File: src/rtl/bit_collector.sv
// bit_collector: assembles ASCII '0'/'1' keystrokes into a WIDTH-bit word with write strobes for a bit-reversal RAM
module bit_collector #(
    parameter int WIDTH  = 8,
    parameter int ADDR_W = 4
) (
    input  logic              clk,
    input  logic              reset,
    input  logic              clear,
    input  logic              char_valid,
    input  logic [7:0]        char_data,
    output logic              char_ready,
    output logic              wr_en,
    output logic [ADDR_W-1:0] wr_addr,
    output logic              wr_bit,
    output logic [ADDR_W-1:0] addr,
    output logic              err,
    output logic [WIDTH-1:0]  word_out,
    output logic [WIDTH-1:0]  word_rev,
    output logic              word_valid,
    input  logic              word_ready
);
    typedef enum logic {COLLECT, FULL} state_t;
    state_t            state_q, state_d;
    logic [ADDR_W-1:0] addr_q, addr_d, wr_addr_q, wr_addr_d;
    logic              wr_en_q, wr_en_d, wr_bit_q, wr_bit_d, err_q, err_d;
    logic [WIDTH-1:0]  word_q, word_d, cur_mask, prev_mask;
    logic              accept, is_digit, is_bs, last;
    assign char_ready = state_q == COLLECT;
    assign accept     = char_valid & char_ready & ~clear;
    assign is_digit   = char_data == 8'h30 || char_data == 8'h31;
    assign is_bs      = char_data == 8'h08;
    assign last       = addr_q == ADDR_W'(WIDTH - 1);
    assign cur_mask   = WIDTH'(1) << addr_q;
    assign prev_mask  = WIDTH'(1) << (addr_q - 1'b1);
    always_comb begin
        state_d   = state_q;
        addr_d    = addr_q;
        word_d    = word_q;
        wr_addr_d = wr_addr_q;
        wr_bit_d  = wr_bit_q;
        wr_en_d   = 1'b0;
        err_d     = 1'b0;
        if (state_q == FULL) begin
            state_d = word_ready ? COLLECT : FULL;
            word_d  = word_ready ? '0 : word_q;
        end else if (clear) begin
            addr_d = '0;
            word_d = '0;
        end else if (accept && is_digit) begin
            wr_en_d   = 1'b1;
            wr_addr_d = addr_q;
            wr_bit_d  = char_data[0];
            word_d    = char_data[0] ? (word_q | cur_mask) : (word_q & ~cur_mask);
            addr_d    = last ? '0 : addr_q + 1'b1;
            state_d   = last ? FULL : COLLECT;
        end else if (accept && is_bs) begin
            addr_d = (addr_q != '0) ? addr_q - 1'b1 : addr_q;
            word_d = (addr_q != '0) ? (word_q & ~prev_mask) : word_q;
        end else if (accept) begin
            err_d = 1'b1;
        end
    end
    always_ff @(posedge clk) begin
        if (reset) begin
            state_q   <= COLLECT;
            addr_q    <= '0;
            word_q    <= '0;
            wr_addr_q <= '0;
            wr_bit_q  <= 1'b0;
            wr_en_q   <= 1'b0;
            err_q     <= 1'b0;
        end else begin
            state_q   <= state_d;
            addr_q    <= addr_d;
            word_q    <= word_d;
            wr_addr_q <= wr_addr_d;
            wr_bit_q  <= wr_bit_d;
            wr_en_q   <= wr_en_d;
            err_q     <= err_d;
        end
    end
    always_comb begin
        for (int i = 0; i < WIDTH; i++) word_rev[i] = word_q[WIDTH-1-i];
    end
    assign addr       = addr_q;
    assign wr_addr    = wr_addr_q;
    assign wr_bit     = wr_bit_q;
    assign wr_en      = wr_en_q;
    assign err        = err_q;
    assign word_out   = word_q;
    assign word_valid = state_q == FULL;
endmodule

File: config.mk
export PLATFORM = sky130hd
export DESIGN_NAME = bit_collector
export DESIGN_NICKNAME = d
export VERILOG_FILES = /design/src/rtl/bit_collector.sv
export SDC_FILE = /design/constraint.sdc
export NUM_CORES = 1
export LEC_CHECK = 0
export ABC_CLOCK_PERIOD_IN_PS = 4500
export CAP_MARGIN = 20
export CORE_AREA = 4 4 58 60
export CTS_BUF_LIST = sky130_fd_sc_hd__clkbuf_8
export CTS_CLUSTER_DIAMETER = 80
export CTS_CLUSTER_SIZE = 24
export DETAILED_ROUTE_END_ITERATION = 6
export DIE_AREA = 0 0 62 64
export PLACE_DENSITY = 0.81
export RECOVER_POWER = 25
export SYNTH_ARGS = -nofsm -noshare
export SYNTH_HDL_FRONTEND = slang
export SYNTH_SLANG_ARGS = --single-unit
File: constraint.sdc
create_clock -name clk -period 4.5 [get_ports clk]
set_input_delay 1.35 -clock clk [delete_from_list [all_inputs] [get_ports clk]]
set_output_delay 1.35 -clock clk [all_outputs]
set_load 0.005 [all_outputs]
# After elaboration in Yosys (flattened, before gate mapping)
# Cells that the tools add are included.
# Widths: inputs -> output; s select.
[classes] add_sub_neg=2 eq_ne=5 shifts=2 n_mux=19 bitwise=9 n_reduce_logical=13
[op_table] cell="$mux 8" count=7
[op_table] cell="$mux 4" count=5
[op_table] cell="$and 8x8->8" count=2
[op_table] cell="$eq 8x6->1 const B" count=2
[op_table] cell="$not 8->8" count=2
[op_table] cell="$shl 1x4->8 const A" count=2
[op_table] cell="$reduce_bool 4->1" count=3
[op_table] cell="$reduce_and 3->1" count=3
[op_table] cell="$eq 8x4->1 const B" count=1
[op_table] cell="$or 8x8->8" count=1
[op_table] cell="$mux 1" count=7
[op_table] cell="$reduce_bool 3->1" count=2
[op_table] cell="$reduce_or 5->1" count=1
[op_table] cell="$add 4x1->4 const B" count=1
[op_table] cell="$eq 4x3->1 const B" count=1
[op_table] cell="$sub 4x1->4 const B" count=1
[op_table] cell="$reduce_or 3->1" count=1
[op_table] cell="$and 1x1->1" count=2
[op_table] cell="$logic_and 1x1->1" count=2
[op_table] cell="$ne 2x2->1 const B" count=1
[op_table] cell="$not 1->1" count=2
[op_table] cell="$logic_or 1x1->1" count=1
[totals] ff_bits=20 inputBits=13 elab_cells=57

# Logic depth before layout (Yosys ltp)
# Gate-level depths: netlist of run 1.
[depth] depth_word=9 ltp_mapped=8

# Least setup slack after synthesis of run 1
# OpenSTA, ideal clock, no wires.
[synth_path] path_type="in2reg" start="in char_data[0]" end="reg word_q[1], in the netlist word_out[1]" t_arrival_ns=2.553 required_ns=4.378 path_slack_ns=1.825 stages=6 n_path_buf=1 cell_sequence="buf_6 -> nor4b_2 -> a21o_1 -> nand2_2 -> a21bo_2 -> o32a_1"
[synth_between] elab_chain_cells=6
[synth_lines] element="start: declaration" line_no="10" rtl="input logic [7:0] char_data,"
[synth_lines] element="$eq 8x6->1" line_no="30" rtl="assign is_digit = char_data == 8'h30 || char_data == 8'h31;"
[synth_lines] element="$logic_or 1x1->1" line_no="30"
[synth_lines] element="$logic_and 1x1->1" line_no="49" rtl="end else if (accept && is_digit) begin"
[synth_lines] element="$mux 8" line_no="49"
[synth_lines] element="$mux 8" line_no="46" rtl="end else if (clear) begin"
[synth_lines] element="$mux 8" line_no="43" rtl="if (state_q == FULL) begin"
[synth_lines] element="end signal: assignment" line_no="75" rtl="word_q <= word_d;"
[synth_lines] element="end: declaration" line_no="26" rtl="logic [WIDTH-1:0] word_q, word_d, cur_mask, prev_mask;"
# Parallel ways exist; a longest one is shown, timed or not.
# A chain may end at the register's enable or synchronous reset.

# Worst setup path in the final report of run 1
[layout_path] start="in clear" end="reg addr_q[3], in the netlist addr[3]"
[layout_between] elab_chain_cells=5
[layout_lines] element="start: declaration" line_no="8" rtl="input logic clear,"
[layout_lines] element="$not 1->1 (no line)"
[layout_lines] element="$and 1x1->1" line_no="29" rtl="assign accept = char_valid & char_ready & ~clear;"
[layout_lines] element="$logic_and 1x1->1 (on tied branches)" line_no="49, 56"
[layout_lines] element="$reduce_bool 3->1 (no line) or $mux 4 (tied branches)"
[layout_lines] element="$reduce_and 3->1 (no line) or $mux 4 (tied branches)"
[layout_lines] element="end signal: assignment" line_no="74" rtl="addr_q <= addr_d;"
[layout_lines] element="end: declaration" line_no="24" rtl="logic [ADDR_W-1:0] addr_q, addr_d, wr_addr_q, wr_addr_d;"
# Parallel ways exist; a longest one is shown, timed or not.

==> results.txt, run 1 <==
Largest net degree at the start of global routing: 30
Overall routing resource usage: 19.7%
Vias: 1384
Finished Layout Cells: 228
Detailed placement HPWL: 2680 µm
Hold Buf Count CTS: 0
Synth Area in Adders: 7.04%
Synth Area in XOR/XNOR: 1.23%
Pwr dens: 247 nW/µm²
RSZ-0062 raised after global routing: false
Global-route wire length before repair: 6050 µm
Placer Congestion: 0.884
Register area share after synthesis: 28.2%
N_diodes: 0
Inst Count DP: 224
Antenna violations before repair: 0
Register Area: 400 µm²
Flip-flop and latch count after synthesis: 20
Hold Path Class: reg -> reg
Worst ir drop on vdd: 0.189 mV
Slew Viols, Final: 0
Largest family of logic cells by synthesized area: simple AND/OR/NAND/NOR gates
Synth area leaders: dfxtp_1 28%, ha_1 7.0%, a21oi_1 5.3%
Mux cell area share after synthesis: 4.93%
DRT Wirelength: 3640 µm
DRC viols: 0
Syn nets: 189
Drt pass-1 iters: 4
Multi-input gate area: 858 µm²
Post-synth top cells: 20 x dfxtp_1, 16 x nand2_1, 15 x a21oi_1, 9 x nand3_1, 9 x nor3_1
Ratio of cells with drive above 1 in the final layout: 7.69%
Leading area contributor after synthesis: dfxtp_1
Post-Synth Simple-Gate Area: 24.6%
Worst Setup SP: clear
CP max stage delay: 0.57 ns
GR Overflow Total: 0
Vias in the first global route: 1406
Clk slew on worst S/H paths: 0.08 ns
Syn Inst Count: 168
Crit path arrival time: 3.59 ns
Final period util: 76.8%
Critical path, cell by cell: clkdlybuf4s50_1 > nor4b_4 > nand3_2 > o41ai_1 > a2bb2oi_1 > o32ai_1
Leak Pwr: 0.000738 µW
Worst slew margin: 45.1%
Setup TNS: 0 ns
Top-count cell post-synth: dfxtp_1
Initial DRC count: 55
Die ar.: 3970 µm²
Worst r2r src: addr[0]$_SDFFE_PP0P_
Fillers: 259
Mean Syn Cell Area: 8.46 µm²
Vias per cell: 6.07
I/O pin count: 42
CTS buffer count: 3
Final Critical Period: 3.46 ns
Clock Tree Buf Depth: 2
Crit start category: input port
Crit end category: flip-flop
Measured slew at the worst slew-check pin: 0.818 ns
CTS tree: built
Htree depth: 1
CP Class: in -> reg
Setup Skew: 0.00118 ns
Standard-cell rows: 20
Ys Warns: 0
Synth Area in Compound Gates: 22.6%
FMAX: 289 MHz
Fraction of registers with async set/reset: 0%
Crit-path slowest cell: clkdlybuf4s50_1
Number of synthesized flops with an enable pin: 0
Worst Path Required: 4.64 ns
Postcts setup bufs: 0
Antenna viol nets, final: 0
Port bufs: 41
Area grow syn2layout: 27.2%
Starting Density: 48.5%
Setup violators final: 0
Synth top area share: 28.2%
Fin. Hold Viols: 0
Die Width: 62 µm
MaxCap Viol Count: 0
Root Buffer: clkbuf_8
Core area: 2930 µm²
Synth Flop Type: dfxtp_1
Outcome: finished, final reports clean
Synthesized area: 1420 µm²
Netlist cell types: 48
Clock sinks: 20
Critical path peak fanout: 29
Clk_lat worst skew: 0.26 ns
Chip height: 64 µm
Drt wl/cell: 16.0 µm
Hold Path Origin: wr_addr[1]$_SDFFE_PP0P_
Fin nets: 217
Post-CTS Resized: 0
-- logic make-up (layout without fill, tap and decap cells) --
| logic type | Yosys count | in the layout |
|---|---|---|
| simple gates | 61 | 61 |
| mux | 7 | 7 |
| xor+xnor | 2 | 2 |
| compound gates | 45 | 45 |
| buf+inv | 25 | 52 |
| flops | 20 | 20 |
| fa+ha+maj | 8 | 8 |
-- critical path, delay by kind of cell --
family          cells  cell delay, ns
simple gates        2            0.86
compound gates      3            0.81
buf+inv             1            0.57
-- final cells by class --
type / count / area share, %
multi-input combinational: 123 / 47.5
tap: 33 / 2.28
inverter: 7 / 1.45
clock buffer: 3 / 2.28
sequential: 20 / 22.1
clock inverter: 1 / 1.66
timing repair buffer: 41 / 22.7
-- worst paths after layout --
check	end	slack, ns	depth (start not counted)
worst max-delay path	addr[3]$_SDFFE_PP0P_	1.04	6
worst min-delay path	wr_addr[1]$_SDFFE_PP0P_	0.45	2
worst max register to register	word_out[2]$_SDFFE_PP0P_	2.17	5
worst min register to register	wr_addr[1]$_SDFFE_PP0P_	0.45	2
-- flip-flops by register name, summed over array words and instances (netlist names) --
| register | count |
|---|---|
| word_out | 8 |
| err | 1 |
| wr_bit | 1 |
| wr_en | 1 |
| addr | 4 |
| wr_addr | 4 |
| word_valid | 1 |
-- layout by cell type, fill, tap and decap left out, types with 2 or more instances in the layout --
cell	count
o32a_1	5
nor2_1	7
o211ai_1	2
or3_1	2
o21ai_0	3
mux2i_1	7
a21oi_2	2
nand3_1	9
o32ai_1	2
dfxtp_1	20
o41ai_1	2
nand2b_1	3
a31o_2	2
and3_1	2
nor3_1	9
clkbuf_8	3
clkdlybuf4s50_1	29
inv_1	7
o31ai_1	2
nand2_1	16
a221oi_1	2
dlygate4sd3_1	12
ha_1	8
a21oi_1	15
-- metal layers --
layer	up-vias	global-route usage [%]	part of all wire, %
met5	-	0	0
met4	0	6.63	0.99
met3	5	2.42	4.1
met2	40	34.8	53
met1	671	23.3	42
li1	668	-	-
-- where the power goes --
part / switching (µW) / leakage (µW) / internal, µW
combinational: 34.2 / 0.000540 / 39.5
sequential: 7.16 / 0.000163 / 181
clock: 66.3 / 0.0000357 / 119
total: 108 / 0.000738 / 340
-- per-stage QoR --
step                      cell area, µm²  total power, µW  utilization, %  setup slack (ns)  hold slack [ns]
after CTS                           1810              450            61.8              1.07            0.461
after global placement              1740              263            59.3             0.975            0.442
after detailed placement            1740              265            59.3             0.867            0.450
final                               1810              447            61.8              1.04            0.454
after floorplan                     1420              233               -              1.83            0.453
after global routing                1810              464            61.8             0.848            0.469
No activity file was read; power rests on OpenSTA's default activity.
==> inputs of run 2 (changes only) <==
==> config.mk (replaced) <==
export PLATFORM = sky130hd
export DESIGN_NAME = bit_collector
export DESIGN_NICKNAME = d
export VERILOG_FILES = /design/src/rtl/bit_collector.sv
export SDC_FILE = /design/constraint.sdc
export NUM_CORES = 1
export LEC_CHECK = 0
export ABC_CLOCK_PERIOD_IN_PS = 3180
export CAP_MARGIN = 20
export CORE_AREA = 4 4 62 64
export CTS_BUF_LIST = sky130_fd_sc_hd__clkbuf_8
export CTS_CLUSTER_DIAMETER = 80
export CTS_CLUSTER_SIZE = 24
export DETAILED_ROUTE_END_ITERATION = 6
export DIE_AREA = 0 0 66 68
export PLACE_DENSITY = 0.75
export RECOVER_POWER = 25
export SYNTH_ARGS = -nofsm -noshare
export SYNTH_HDL_FRONTEND = slang
export SYNTH_SLANG_ARGS = --single-unit
==> constraint.sdc (replaced) <==
create_clock -name clk -period 3.18 [get_ports clk]
set_input_delay 0.954 -clock clk [delete_from_list [all_inputs] [get_ports clk]]
set_output_delay 0.954 -clock clk [all_outputs]
set_load 0.005 [all_outputs]
==> results.txt, run 2 (same netlist as run 1, synthesis figures left out) <==
Fin. Hold Viols: 0 (unchanged)
FMAX: 395 MHz
Standard-cell rows: 21 (+5.0%)
CP Class: in -> reg
Critical path, cell by cell: clkdlybuf4s50_1 > nor4b_4 > and2_0 > nand2_2 > a21bo_2 > o32a_1
Root Buffer: clkbuf_8
Chip height: 68 µm (+6.3%)
Pwr dens: 341 nW/µm² (+38%)
GR Overflow Total: 0 (unchanged)
CP max stage delay: 0.44 ns (-0.13 ns)
Area grow syn2layout: 30.8%
Worst ir drop on vdd: 0.158 mV (-16%)
P_int: 484 µW (+42%)
Setup Skew: 0.00403 ns (+0.00285 ns)
Starting Density: 43.3% (-5.3 points)
Drt pass-1 iters: 5 (+1)
Multi-input gate area: 856 µm² (-0.29%)
Crit end category: flip-flop
Outcome: finished, final reports clean
Commonest non-fill, non-tap cell in the layout: clkdlybuf4s50_1
I/O pin count: 42 (unchanged)
Die ar.: 4490 µm² (+13%)
Crit start category: input port
DRT Wirelength: 3620 µm (-0.66%)
Final worst slack: 0.650 ns (-0.392 ns)
CTS tree: built
Reg power frac: 42.0% (about the same)
Vias per cell: 5.57 (-8.2%)
Slew Viols, Final: 0 (unchanged)
Postcts setup bufs: 0 (unchanged)
Clock sinks: 20 (unchanged)
Met3 Use GR: 2.46% (+0.039 points)
Finished Layout Cells: 246 (+7.9%)
Worst r2r src: addr[0]$_SDFFE_PP0P_
Critical path peak fanout: 6 (-79%)
Core area: 3280 µm² (+12%)
Global-route wire length before repair: 6020 µm (-0.46%)
Fin nets: 222 (+2.3%)
Grt met2 use: 28.4% (-6.4 points)
Inst Count DP: 242 (+8.0%)
Largest net degree at the start of global routing: 28 (-6.7%)
RSZ-0062 raised after global routing: false
Clock power frac: 40.9% (-0.5 points)
Ratio of cells with drive above 1 in the final layout: 9.50% (+1.8 points)
Placer Congestion: 0.935 (+5.8%)
Register Area: 400 µm² (unchanged)
Setup TNS: 0 ns (unchanged)
Antenna violations before repair: 0 (unchanged)
Combinational share of power: 17.1% (+0.6 points)
Fillers: 310 (+20%)
Crit path arrival time: 2.68 ns (-0.91 ns)
Post-CTS Resized: 0 (unchanged)
Reg2reg path depth: 5 (unchanged)
Most frequent cells in the layout: 30 x clkdlybuf4s50_1, 20 x dfxtp_1, 16 x nand2_1, 15 x a21oi_1, 11 x dlygate4sd3_1
Met1 usage: 21.8% (-1.5 points)
Detailed placement HPWL: 2700 µm (+1.1%)
Leak Pwr: 0.000756 µW (+2.4%)
Vias: 1371 (-0.94%)
Clk slew on worst S/H paths: 0.08 ns (about the same)
Measured slew at the worst slew-check pin: 0.706 ns (-0.112 ns)
CTS buffer count: 3 (unchanged)
Final period util: 79.5%
Hold Path Origin: wr_addr[0]$_SDFFE_PP0P_
Worst Path Required: 3.33 ns (-1.31 ns)
Htree depth: 1 (unchanged)
Drt wl/cell: 14.7 µm (-7.9%)
DRC viols: 0 (unchanged)
Gr busiest metal: met2
Worst slew margin: 52.3% (+7.3 points)
Setup violators final: 0 (unchanged)
Hold slack final: 0.453 ns (-0.00128 ns)
Sw Pwr: 149 µW (+39%)
Die Width: 66 µm (+6.5%)
Hold Buf Count CTS: 0 (unchanged)
Crit-path slowest cell: clkdlybuf4s50_1
Final Critical Period: 2.53 ns
Port bufs: 41 (unchanged)
Antenna viol nets, final: 0 (unchanged)
Hold Path Class: reg -> reg
Max FFs per register: 8 (unchanged)
N_diodes: 0 (unchanged)
Worst Setup SP: char_data[6]
Initial DRC count: 89 (+62%)
Clk_lat worst skew: 0.26 ns (about the same)
Overall routing resource usage: 17.0% (-2.7 points)
Vias in the first global route: 1345 (-4.3%)
Sw Share: 23.6% (-0.47 points)
Hold path depth: 2 (unchanged)
MaxCap Viol Count: 0 (unchanged)
Utilization after layout: 56.6% (-5.1 points)
Clock Tree Buf Depth: 2 (unchanged)
Place WS: 0.408 ns (-0.458 ns)
[run 2: metal layers]
metal	part of all wire (%)	vias to the layer above
met4	1.9	0
met2	48	52
met1	44	641
met3	6.2	7
met5	0	-
li1	-	671
[run 2: final timing paths]
kind	end	slack, ns
max	word_out[4]$_SDFFE_PP0P_	0.65
min	wr_addr[0]$_SDFFE_PP0P_	0.45
max reg2reg	word_out[1]$_SDFFE_PP0P_	0.86
min reg2reg	wr_addr[0]$_SDFFE_PP0P_	0.45
[run 2: critical path, delay by kind of cell]
kind | cells | cell delay (ns)
AOI/OAI and AO/OA | 2 | 0.62
buffers and inverters | 1 | 0.44
and+or+nand+nor | 3 | 0.68
[run 2: stage by stage]
| stage | total power (µW) | area, µm² |
|---|---|---|
| 2_1_floorplan | 330 | 1420 |
| 3_3_place_gp | 377 | 1790 |
| 3_5_place_dp | 379 | 1790 |
| 4_1_cts | 638 | 1860 |
| 5_1_grt | 660 | 1860 |
| 6_report | 633 | 1860 |
[run 2: final cells by class]
class	count	area share [%]
clock buffer	3	2.22
clock inverter	1	1.62
inverter	7	1.41
multi-input combinational	123	46.0
sequential	20	21.5
tap	46	3.10
timing repair buffer	46	24.1
[run 2: power by group through the flow]
| stage | Combinational, µW | Clock (µW) | Sequential [µW] |
|---|---|---|---|
| global placement | 106 | 0 | 272 |
| global route | 117 | 275 | 268 |
| CTS | 108 | 264 | 266 |
| floorplan | 59.4 | 0 | 271 |
| detailed placement | 107 | 0 | 272 |
| finish | 108 | 259 | 266 |
